## src/rtl/seg_scan_pkg.sv

```systemverilog
// rtl/seg_scan_pkg.sv - shared types and constants for the 7-segment scanner
// Purpose: scan state encoding, digit count, blank codes and digit-index helper.
// Ports: none (package).
package seg_scan_pkg;

  typedef enum logic [1:0] {
    IDLE  = 2'd0,
    SHOW  = 2'd1,
    GUARD = 2'd2
  } scan_state_t;

  localparam int         NUM_DIGITS = 6;
  localparam logic [7:0] BLANK_CODE = 8'hFF;  // all segments off (active-low)
  localparam logic [7:0] DIG_OFF    = 8'h00;  // no digit enabled

  // Advance the digit index, wrapping after the last digit.
  function automatic logic [2:0] next_digit(input logic [2:0] idx);
    return (idx == 3'(NUM_DIGITS - 1)) ? 3'd0 : idx + 3'd1;
  endfunction

endpackage

```

## src/rtl/seg_scan_driver_blink_gen.sv

```systemverilog
// rtl/seg_scan_driver_blink_gen.sv - blink half-period divider
// Purpose: toggles blink_phase every BLINK_DIV enabled cycles.
// Ports:
//   clk          in   system clock
//   reset        in   asynchronous active-low reset
//   en           in   count enable
//   clear        in   synchronous clear of counter and phase (wins over en)
//   blink_phase  out  1 = blinking digits are currently blanked
module blink_gen #(
  parameter int BLINK_DIV = 25000000,
  parameter int CNT_W     = $clog2(BLINK_DIV + 1)
) (
  input  logic clk,
  input  logic reset,
  input  logic en,
  input  logic clear,
  output logic blink_phase
);

  logic [CNT_W-1:0] cnt;

  always_ff @(posedge clk or negedge reset) begin
    if (!reset) begin
      cnt         <= '0;
      blink_phase <= 1'b0;
    end else if (clear) begin
      cnt         <= '0;
      blink_phase <= 1'b0;
    end else if (en) begin
      if (cnt == CNT_W'(BLINK_DIV - 1)) begin
        cnt         <= '0;
        blink_phase <= ~blink_phase;
      end else begin
        cnt <= cnt + 1'b1;
      end
    end
  end

endmodule

```

## src/rtl/seg_scan_driver.sv

```systemverilog
// rtl/seg_scan_driver.sv - time-multiplexed six-digit 7-segment scanner
// Purpose: scans six active-low digit codes onto a shared segment bus with
//   one-hot digit enables, blank guard gaps, per-frame snapshot and blink.
// Ports:
//   clk, reset              clock, asynchronous active-low reset
//   disp_en                 display enable; low blanks and parks in IDLE
//   hour/minute/second_tub_control_1/2   digit 0..5 codes (bit7 = DP)
//   blink_mask              bit i set -> digit i blinks
//   seg_out                 segment bus, active-low
//   dig_sel                 one-hot digit enable, [7:6] always 0
module seg_scan_driver
  import seg_scan_pkg::*;
#(
  parameter int SCAN_DIV     = 100000,
  parameter int GUARD_CYCLES = 1000,
  parameter int BLINK_DIV    = 25000000
) (
  input  logic       clk,
  input  logic       reset,
  input  logic       disp_en,
  input  logic [7:0] hour_tub_control_1,
  input  logic [7:0] hour_tub_control_2,
  input  logic [7:0] minute_tub_control_1,
  input  logic [7:0] minute_tub_control_2,
  input  logic [7:0] second_tub_control_1,
  input  logic [7:0] second_tub_control_2,
  input  logic [5:0] blink_mask,
  output logic [7:0] seg_out,
  output logic [7:0] dig_sel
);

  localparam int MAX_SG  = (SCAN_DIV > GUARD_CYCLES) ? SCAN_DIV : GUARD_CYCLES;
  localparam int MAX_DIV = (MAX_SG > BLINK_DIV) ? MAX_SG : BLINK_DIV;
  localparam int CNT_W   = $clog2(MAX_DIV + 1);

  scan_state_t                      state_q, state_d;
  logic [2:0]                       idx_q, idx_d;
  logic [CNT_W-1:0]                 cnt_q, cnt_d;
  logic [NUM_DIGITS-1:0][7:0]       snap_q, codes, cur_snap;
  logic [NUM_DIGITS-1:0]            mask_q, cur_mask;
  logic                             load_snap;
  logic                             blink_phase;
  logic [7:0]                       seg_d, dig_d;

  assign codes = {second_tub_control_2, second_tub_control_1,
                  minute_tub_control_2, minute_tub_control_1,
                  hour_tub_control_2,   hour_tub_control_1};

  blink_gen #(
    .BLINK_DIV (BLINK_DIV),
    .CNT_W     (CNT_W)
  ) u_blink (
    .clk         (clk),
    .reset       (reset),
    .en          (disp_en),
    .clear       (~disp_en),
    .blink_phase (blink_phase)
  );

  // State register; outputs are registered from the next-state decode so
  // they line up with the state they describe.
  always_ff @(posedge clk or negedge reset) begin
    if (!reset) begin
      state_q <= IDLE;
      idx_q   <= '0;
      cnt_q   <= '0;
      snap_q  <= {NUM_DIGITS{BLANK_CODE}};
      mask_q  <= '0;
      seg_out <= BLANK_CODE;
      dig_sel <= DIG_OFF;
    end else begin
      state_q <= state_d;
      idx_q   <= idx_d;
      cnt_q   <= cnt_d;
      if (load_snap) begin
        snap_q <= codes;
        mask_q <= blink_mask;
      end
      seg_out <= seg_d;
      dig_sel <= dig_d;
    end
  end

  // Next-state logic.
  always_comb begin
    state_d   = state_q;
    idx_d     = idx_q;
    cnt_d     = cnt_q;
    load_snap = 1'b0;
    if (!disp_en) begin
      state_d = IDLE;
      idx_d   = '0;
      cnt_d   = '0;
    end else begin
      case (state_q)
        IDLE: begin
          state_d   = SHOW;
          idx_d     = '0;
          cnt_d     = '0;
          load_snap = 1'b1;
        end
        SHOW: begin
          if (cnt_q == CNT_W'(SCAN_DIV - 1)) begin
            cnt_d = '0;
            if (GUARD_CYCLES == 0) begin
              idx_d     = next_digit(idx_q);
              load_snap = (next_digit(idx_q) == 3'd0);
            end else begin
              state_d = GUARD;
            end
          end else begin
            cnt_d = cnt_q + 1'b1;
          end
        end
        GUARD: begin
          if (cnt_q == CNT_W'(GUARD_CYCLES - 1)) begin
            state_d   = SHOW;
            cnt_d     = '0;
            idx_d     = next_digit(idx_q);
            load_snap = (next_digit(idx_q) == 3'd0);
          end else begin
            cnt_d = cnt_q + 1'b1;
          end
        end
        default: begin
          state_d = IDLE;
          idx_d   = '0;
          cnt_d   = '0;
        end
      endcase
    end
  end

  // Output decode. A frame-start edge must show the freshly captured codes,
  // so the snapshot is bypassed on the loading edge.
  always_comb begin
    cur_snap = load_snap ? codes : snap_q;
    cur_mask = load_snap ? blink_mask : mask_q;
    seg_d    = BLANK_CODE;
    dig_d    = DIG_OFF;
    if (state_d == SHOW) begin
      dig_d = 8'b1 << idx_d;
      seg_d = (cur_mask[idx_d] && blink_phase) ? BLANK_CODE : cur_snap[idx_d];
    end
  end

endmodule
```

## config.mk

```make
export PLATFORM = sky130hd
export DESIGN_NAME = seg_scan_driver
export DESIGN_NICKNAME = d
export VERILOG_FILES = /design/src/rtl/seg_scan_pkg.sv /design/src/rtl/seg_scan_driver_blink_gen.sv /design/src/rtl/seg_scan_driver.sv
export SDC_FILE = /design/constraint.sdc
export NUM_CORES = 1
export LEC_CHECK = 0
export ABC_CLOCK_PERIOD_IN_PS = 4100
export CORE_UTILIZATION = 56
export CTS_CLUSTER_SIZE = 20
export DETAILED_ROUTE_END_ITERATION = 8
export HOLD_SLACK_MARGIN = 0.05
export PLACE_DENSITY = 0.84
export SETUP_SLACK_MARGIN = 0.15
export SKIP_CTS_REPAIR_TIMING = 1
export SLEW_MARGIN = 30
export SYNTH_ARGS = -nofsm -noshare
export SYNTH_HDL_FRONTEND = slang
export SYNTH_SLANG_ARGS = --single-unit
export TNS_END_PERCENT = 100
```

## constraint.sdc

```tcl
create_clock -name clk -period 4.1 [get_ports clk]
set_input_delay 0.41 -clock clk [delete_from_list [all_inputs] [get_ports clk]]
set_output_delay 0.41 -clock clk [all_outputs]
set_load 0.005 [all_outputs]
```

==> out/qor.yml <==
run_status:
  outcome: "completed"
yosys:
  synth.most_common_cell: "nor2_1"
  synthCells: 532
  yosysSeqAreaShare_pct: 54.11
  synth_area_um2: 5957
  synth_cell_types: 51
  syn_nets: 595
  synth_warnings: 0
  yosysTopAreaCellShare_pct: 29.41
  synth-seq-cells: 126
  ys.flop_type: "dfrtp_1"
  synthArstFlopShare_pct: 100.0
  syn_avg_cell_area_um2: 11.20
  synth_top_area_cell: "dfrtp_1"
  synth.area.top_cells: "dfrtp_1 (29%), dfstp_2 (25%), mux2_2 (10%), nor2_1 (4.7%), xor2_1 (4.7%)"
  synth_common_cells: "nor2_1 (75), dfrtp_1 (70), dfstp_2 (56)"
  synth-edff-count: 0
power:
  p_leak_nw: 2.981
  p_per_area_nw_per_um2: 428.9
  p_total_mw: 3.169
  ir_drop_uv: 272.4
floorplan:
  io_pins: 73
  die_w_um: 105.1
  die_h_um: 105.1
  fp-row-count: 37
  start_util_pct: 57.70
  core_area_um2: 10320
  dieArea_um2: 11050
clock_tree:
  numCtsBuffers: 17
  path_clk_slew_ps: 60
  clock-sinks: 126
  clock-root-buffer: "clkbuf_8"
  htree_levels: 4
  cts_tree: "done"
  clk_latency_ps: 520
  clk_path_buf_depth: 2
setup_path:
  ff2ff_path_depth: 9
  criticalPathCategory: "flop to flop"
  max_stage_delay_ps: 580
  rrSetupSlack_ps: 820
  path_depth: 9
  critPathLaunchType: "flop"
  r2r-end: "seg_out[2]$_DFF_PN1_"
  critPathTopFamily: "compound AO/OA/AOI/OAI gates"
  crit_start: "cnt_q[0]$_DFF_PN0_"
  required_ps: 4520
  reg2reg_from: "cnt_q[0]$_DFF_PN0_"
  critPathMaxFanout: 15
  critical_path_buf_inv_count: 0
  crit_path_end_kind: "flop"
  crit_path_end: "seg_out[2]$_DFF_PN1_"
  crit_path_cell_trace: "ha_1, nor4b_4, nand4_4, or4_4, a31oi_4, mux2i_1, o32ai_1, a311oi_4, o311ai_1"
  cp.arrival_ps: 3700
  cp_slowest_cell: "or4_4"
route:
  vias: 4204
  ant_nets: 0
  first_pass_iters: 5
  drt_iter0_markers: 238
  viasPerCell: 5.546
  wl_per_cell_um: 16.86
  wirelength_um: 12780
  drc: 0
final_layout:
  fin_area_um2: 7388
  antenna_cells: 0
  fill_cells: 710
  final_layout_size_suffix_gt1_share_pct: 26.69
  areaGrowthSynthToFinish_pct: 24.03
  finalNonFillerCells: 758
  nets: 672
placement:
  dpl-instance-area_um2: 6819
  dp_cells: 725
  io_buffers: 72
  hpwl_um: 8815
  finalWeightedCongestion: 0.8275
timing:
  fin_setup_tns_ps: 0
  max_freq_mhz: 304.4
  fin_crit_sh_pct: 80.12
  hold_slack_ps: 482.2
  setup_viol: 0
  worst_pin_slew_ps: 885.4
  min_period_ps: 3285
  finalHoldViolCount: 0
  maxSlewHeadroom_pct: 40.97
  fin_skew_ps: 9.637
  grt_setup_unrepaired: "false"
  slew_violations: 0
grt:
  grt_pass1_wl_um: 20970
  grt_pass1_vias: 4284
  grt_max_degree: 66
  track_usage_pct: 24.74
  overflow: 0
  antenna_found_initial: 0
flow_run:
  cap_violations: 0
worst_hold_path:
  worst_hold_path_type: "flop to flop"
[registers in the layout, indices dropped and copies added, names as in the netlist]
register and count:
cnt_q 25, dig_sel 8, idx_q 3, mask_q 6, seg_out 8, snap_q 48, state_q 2, u_blink.blink_phase 1
u_blink.cnt 25
[metrics by stage]
step	util [%]	setup WS, ps
floorplan	-	1385
global placement	66.05	885.5
detailed placement	66.05	712.0
CTS	71.47	821.1
global route	71.57	579.5
finish	71.57	815.1
[worst min path at each step]
stage                             startpoint                  endpoint  slack, ps  cells after the start
finish              u_blink.cnt[0]$_DFF_PN0_  u_blink.cnt[0]$_DFF_PN0_        480                      1
global route        u_blink.cnt[0]$_DFF_PN0_  u_blink.cnt[0]$_DFF_PN0_        510                      1
CTS                                    reset  u_blink.cnt[9]$_DFF_PN0_         -7                      1
detailed placement  u_blink.cnt[0]$_DFF_PN0_  u_blink.cnt[0]$_DFF_PN0_        480                      1
global placement    u_blink.cnt[0]$_DFF_PN0_  u_blink.cnt[0]$_DFF_PN0_        470                      1
floorplan                              reset        cnt_q[0]$_DFF_PN0_        110                      0
[power by group]
part           internal (mW)  switching [mW]
logic                  0.172           0.148
registers               1.40          0.0283
clock network          0.834           0.586
[kinds of logic (layout without fill, tap and decap cells)]
group,count (synthesis),after routing,share of synthesized area [%]
adders and majority gates,6,6,1.260
DFF,126,126,54.11
AOI/OAI and AO/OA,37,37,5.335
buffers and inverters,29,119,1.974
and+or+nand+nor,226,226,19.01
muxes,62,62,11.55
xor gates and xnor gates,46,46,6.763
[routing by layer]
metal  GRT usage [%]  vias to the layer above  part of all wire [%]
met5               0                        -                     0
met4           7.948                        0                   1.5
met3           5.303                       21                   4.3
met2           42.34                      136                    51
met1           31.35                     2057                    43
li1                -                     1990                     -
[cells in the final DEF, fill, tap and decap left out, types with 12 or more instances in the layout]
cell / count
nand2b_1: 12
nor2_1: 75
clkbuf_16: 16
nand2_1: 55
xnor2_1: 14
xor2_1: 32
dfrtp_1: 70
dfstp_2: 56
clkdlybuf4s50_1: 71
and3_1: 12
nand3_1: 23
mux2_2: 54
[layout make-up]
type | count | area, µm² | area share, %
multi-input cells | 377 | 2624 | 35.51
repair buffers | 78 | 778.2 | 10.53
well taps | 136 | 170.2 | 2.303
clock inverters | 13 | 127.6 | 1.727
clock buffers | 19 | 431.7 | 5.843
flip-flops and latches | 126 | 3223 | 43.62
inverters | 9 | 33.78 | 0.4572
[worst register-to-register path: stages, from the launching register on]
cell and delay (ps):
dfrtp_1 400, ha_1 240, nor4b_4 300, nand4_4 240, or4_4 580, a31oi_4 420, mux2i_1 260, o32ai_1 140
a311oi_4 390, o311ai_1 200
Power figures use the tool's default switching activity.
